==> src/rtl/jtcop_paldma.sv <==
// jtcop_paldma -- palette DMA engine.
// Copies a full palette image (2^AW words) from the CPU shadow buffer into
// palette RAM. Words are transferred only while vertical blank is active.
// A copy may stretch over several frames: a word that is already in flight
// is always finished, and the next word waits for the next vblank.
//
// Ports:
//   clk, rst        video clock, asynchronous active-high reset
//   LVBL            vertical blank, active-low
//   trig            one-cycle copy request from CPU decode
//   buf_cs/addr     shadow-buffer read request and word address
//   buf_din/ok      shadow-buffer read data and acknowledge
//   pal_addr/dout   palette RAM write address and data
//   pal_we          palette RAM byte write enables {hi,lo}
//   busy            copy accepted and not yet finished
//   done            one-cycle pulse after the last word is written
module jtcop_paldma #(
    parameter int AW = 10,
    parameter int DW = 16
) (
    input  logic          clk,
    input  logic          rst,
    input  logic          LVBL,
    input  logic          trig,
    output logic          buf_cs,
    output logic [AW-1:0] buf_addr,
    input  logic [DW-1:0] buf_din,
    input  logic          buf_ok,
    output logic [AW-1:0] pal_addr,
    output logic [DW-1:0] pal_dout,
    output logic [1:0]    pal_we,
    output logic          busy,
    output logic          done
);

    typedef enum logic [2:0] {IDLE, WAIT_VB, READ, WRITE, DONE} state_t;

    localparam logic [AW-1:0] LAST = '1;

    state_t        st;
    logic [AW-1:0] cnt;
    logic          pending;  // one extra copy requested while busy
    logic          paused;   // display became active during the current word

    always_ff @(posedge clk or posedge rst) begin
        if (rst) begin
            st       <= IDLE;
            cnt      <= '0;
            pending  <= 1'b0;
            paused   <= 1'b0;
            buf_cs   <= 1'b0;
            buf_addr <= '0;
            pal_addr <= '0;
            pal_dout <= '0;
            pal_we   <= 2'b00;
            busy     <= 1'b0;
            done     <= 1'b0;
        end else begin
            // Any number of requests during a copy collapse into one rerun.
            if (trig && st != IDLE) pending <= 1'b1;
            case (st)
                IDLE: begin
                    if (trig) begin
                        cnt  <= '0;
                        busy <= 1'b1;
                        st   <= WAIT_VB;
                    end
                end
                WAIT_VB: begin
                    if (!LVBL) begin
                        buf_cs   <= 1'b1;
                        buf_addr <= cnt;
                        paused   <= 1'b0;
                        st       <= READ;
                    end
                end
                READ: begin
                    if (LVBL) paused <= 1'b1;
                    // The acknowledge edge also drops the request, so the
                    // write data/address are registered and stable for pal_we.
                    if (buf_ok) begin
                        buf_cs   <= 1'b0;
                        pal_dout <= buf_din;
                        pal_addr <= cnt;
                        pal_we   <= 2'b11;
                        st       <= WRITE;
                    end
                end
                WRITE: begin
                    pal_we <= 2'b00;
                    if (cnt == LAST) begin
                        done <= 1'b1;
                        busy <= 1'b0;
                        st   <= DONE;
                    end else begin
                        cnt <= cnt + 1'b1;
                        if (paused || LVBL) begin
                            st <= WAIT_VB;
                        end else begin
                            buf_cs   <= 1'b1;
                            buf_addr <= cnt + 1'b1;
                            paused   <= 1'b0;
                            st       <= READ;
                        end
                    end
                end
                DONE: begin
                    done <= 1'b0;
                    // A request landing exactly in this cycle is treated as
                    // pending so it is not lost on the way back to IDLE.
                    if (pending || trig) begin
                        pending <= 1'b0;
                        cnt     <= '0;
                        busy    <= 1'b1;
                        st      <= WAIT_VB;
                    end else begin
                        st <= IDLE;
                    end
                end
                default: st <= IDLE;
            endcase
        end
    end

endmodule

==> config.mk <==
export PLATFORM = sky130hd
export DESIGN_NAME = jtcop_paldma
export DESIGN_NICKNAME = d
export VERILOG_FILES = /design/src/rtl/jtcop_paldma.sv
export SDC_FILE = /design/constraint.sdc
export NUM_CORES = 1
export LEC_CHECK = 0
export CORE_ASPECT_RATIO = 0.7
export CORE_MARGIN = 8
export CORE_UTILIZATION = 44
export CTS_CLUSTER_SIZE = 30
export DETAILED_ROUTE_END_ITERATION = 16
export PLACE_DENSITY = 0.86
export SLEW_MARGIN = 10
export SYNTH_ARGS = -nofsm -noshare
export SYNTH_HDL_FRONTEND = slang
export SYNTH_SLANG_ARGS = --single-unit
==> constraint.sdc <==
create_clock -name clk -period 1.8 [get_ports clk]
set_input_delay 0.36 -clock clk [delete_from_list [all_inputs] [get_ports clk]]
set_output_delay 0.36 -clock clk [all_outputs]
set_load 0.01 [all_outputs]
==> run summary <==
In the routed layout, each cell is associated on average with a via count of about 5.3. After detailed routing, the total wire length is approximately 6000 µm. The number of nets with antenna violations after routing is 0.

Along the worst path, the maximum fanout reaches 11. The critical path in this run is classified as reg2reg. The post-synthesis instance total is 206. Setup violations remaining at the end of the flow were counted as 0.

After synthesis, the share of flip-flops with an asynchronous set or reset is 1.000. The post-detailed-route wirelength per cell came out at about 16 µm. In this run the standard cell core region covers between 5000 and 6000 µm². The global-route wire length before repair came out at roughly 9500 µm. The deepest clock path buffer count is 2. The largest incremental delay on the critical path is 480 ps. The net count reported at finish is roughly 310.

The shortest clock period the worst path allows after layout is about 1700 ps. Overall power consumption after layout is estimated at about 5.4 mW. The number of buffers inserted to repair setup after CTS is 0. The multi-input combinational cells in the finished layout cover a total of 1031 µm². Measured along the y axis, the die boundary spans between 80 and 90 µm.

The post-synthesis sequential element count came out at 55. The worst max-slew margin expressed relative to the limit is 0.7337. STA classifies the critical path startpoint as a register. The horizontal extent of the die is 107.4 µm. The first detailed-routing pass ran for 4 iterations. The family with the most delay on the worst path is simple AND/OR/NAND/NOR gates. The count of placed standard cells in the final layout, fillers left out came out at around 360.

The final global-route overflow total came out at 0. For the worst setup path, the data arrival time is about 1900 ps. The number of clock buffers added by TritonCTS is 5.

The tree is rooted in a sky130_fd_sc_hd__clkbuf_8. For the pin with the worst max-slew slack, the measured transition is roughly 390 ps. The synthesized area per cell is ~12 µm².

The area growth from synthesis to layout is 34.60%. Across the routed clock network, the largest skew measured is about 9 ps. Ranked by total cell area, the synthesized netlist is headed by sky130_fd_sc_hd__dfrtp_1, sky130_fd_sc_hd__mux2_2, sky130_fd_sc_hd__a21oi_1, sky130_fd_sc_hd__mux2_4, sky130_fd_sc_hd__buf_6. The number of I/O port buffers came out at 61. The number of buffer and inverter instances along the worst setup path is 1.

The cell leakage power came out at about 1.5 nW. The diode insertion count for antenna repair came out at 0. The number of inserted filler cells in the final layout came out at 470. The iteration-0 DRC count of the detailed router came out at roughly 110. OpenSTA, run right after detailed placement, puts the worst setup slack at -63.84 ps. The final count of pins violating max slew was 0. The top-level port count is 62. The least setup slack across all paths after layout came out at about 65 ps. The initial utilization of the core area, before any placement, comes to 0.4519. The post-synthesis net count is 229. The netlist area before placement is between 2000 and 3000 µm². The via count of the first global-routing pass came out at 1964. After clock tree synthesis, the clock-pin slew on the worst setup and hold paths is 100 ps. The largest net degree at the start of global routing is 56. The initial antenna violation count is 0. The ratio of final minimum period to clock period came out at 0.9637.

The commonest cells after synthesis are sky130_fd_sc_hd__dfrtp_1, sky130_fd_sc_hd__mux2_2, sky130_fd_sc_hd__a21oi_1. In this run the worst hold path is classified as in2async. The sequential share of the synthesized area is 0.5345. The number of instances in the placed design came out at about 350. The number of clock sinks came out at 55. The most numerous cell in the Yosys netlist is sky130_fd_sc_hd__dfrtp_1. For this design, the slowest cell found on the critical path is sky130_fd_sc_hd__dfrtp_1. The largest total area in the synthesized netlist belongs to sky130_fd_sc_hd__dfrtp_1. The number of placement rows is 23. The power density relative to cell area came out at about 1600 nW/µm². The total count of hold-check failures in the final report came out at 0. For this run, the total global-route usage over all layers was measured as 0.1388. Setup repair after global routing left no endpoint under its margin. For the worst setup path, the data required time is 2010 ps. The footprint of the flip-flops and latches came out at approximately 1400 µm². In the synthesized netlist the dominant register cell turns out to be sky130_fd_sc_hd__dfrtp_1. The die outline area came out at around 8600 µm². The flow ran to the end, and the final reports show no timing, DRC or antenna violations.

Of the cells placed in the final design, the portion with a size suffix greater than 1 is 0.2657. Based on the critical path, the design can be clocked at up to ~580 MHz. The number of synthesized flops with an enable pin came out at 0. The count of warnings emitted by yosys came out at 0. The count of cell types in the netlist came out at 44. Walking the worst path, the cells encountered are nand3b_4 > clkinv_2 > nand4_4 > and2_4 > mux2_2.

The total number of H-tree levels came out at 2. IR analysis of the VDD net gives a maximum drop of approximately 0.00058 V. The DRC violation count after routing came out at 0. Max-cap violations in this run came to 0. The later-pin clock latency in the skew report came out at ~310 ps.

The total via count in the routed design is 1905. The detailed placer's ending HPWL is 4268 µm. Of the post-synthesis cell area, the dominant cell type holds 0.5345. The endpoint type of the worst setup path is a register. The TritonCTS clock tree is done. The last weighted congestion value of the routability-driven placer came out at around 0.81.
-- cell usage in the layout (no fill, tap or decap), drive strengths merged, types with 2 or more instances in the layout --
| cell type | count |
|---|---|
| clkinv | 3 |
| a21o | 3 |
| a211oi | 2 |
| dfrtp | 55 |
| a31oi | 6 |
| nor3 | 3 |
| a21oi | 16 |
| mux2 | 31 |
| nand4 | 5 |
| inv | 8 |
| xnor2 | 6 |
| and2 | 4 |
| nor2 | 8 |
| clkbuf | 5 |
| nand3 | 3 |
| nand2 | 15 |
| ha | 2 |
| o21ai | 5 |
| buf | 24 |
| clkdlybuf4s50 | 61 |
| and4 | 4 |
-- cell families after synthesis --
kind of cell,after synthesis,synth area share
DFF,55,0.5345
and+or+nand+nor,48,0.1195
AOI/OAI and AO/OA,40,0.09864
muxes,32,0.1453
buffers and inverters,22,0.06851
xor gates and xnor gates,7,0.02381
adders and majority gates,2,0.009717
-- power by group --
group / switching, mW / leakage (nW) / total, mW / internal (mW)
combinational: 1.11 / 0.790 / 2.56 / 1.45
clock: 0.412 / 0.0581 / 0.827 / 0.415
sequential: 0.321 / 0.689 / 2.02 / 1.70
-- path summary, 6_finish.rpt --
check | slack, ps | cells past startpoint | from | to
max in group asynchronous | 1140 | 3 | rst | pal_addr[0]
worst max register to register | 70 | 5 | st[2] | buf_addr[5]
worst min-delay path | 390 | 3 | rst | pal_dout[3]
worst min register to register | 480 | 1 | buf_cs | buf_cs
min in group clk | 480 | 1 | buf_cs | buf_cs
worst max-delay path | 70 | 5 | st[2] | buf_addr[5]
-- registers in the layout (all words and copies together) (netlist names) --
register / cells
pal_addr: 10
st: 3
pending: 1
buf_addr: 10
done: 1
busy: 1
paused: 1
pal_dout: 16
pal_we: 1
cnt: 10
buf_cs: 1
-- what timing repair did --
item,4_1_cts,5_1_grt
setup endpoints to repair,0,2
hold buffers,0,0
resized for setup,0,2
-- metal layers --
metal  global-route usage  part of all wire  up-vias
li1                     -                 -      890
met1               0.1730              0.46      958
met2               0.2288              0.47       48
met3              0.03306             0.052        9
met4              0.05379             0.016        0
met5                    0                 0        -
-- cell type report --
type	count	share of cell area
clock buffer	5	0.01986
sequential	55	0.3975
tap	75	0.02708
timing repair buffer	85	0.2354
clock inverter	3	0.01264
inverter	9	0.01011
multi-input combinational	129	0.2975
-- worst register-to-register path: stages (launching register included) --
cell                       delay [ps]
sky130_fd_sc_hd__dfrtp_1          480
sky130_fd_sc_hd__nand3b_4         240
sky130_fd_sc_hd__clkinv_2         200
sky130_fd_sc_hd__nand4_4          160
sky130_fd_sc_hd__and2_4           210
sky130_fd_sc_hd__mux2_2           340
-- through the flow --
stage	hold WS, ps	utilization	setup TNS (ps)	area (µm²)
after global routing	441.2	0.6083	0	3466
final	394.6	0.6083	0	3466
after floorplan	490.3	-	0	2575
after CTS	414.0	0.6065	0	3456
after detailed placement	465.5	0.5867	-424.4	3343
after global placement	461.8	0.5867	-74.66	3343
Note: power is estimated with default switching activity, not from simulation.
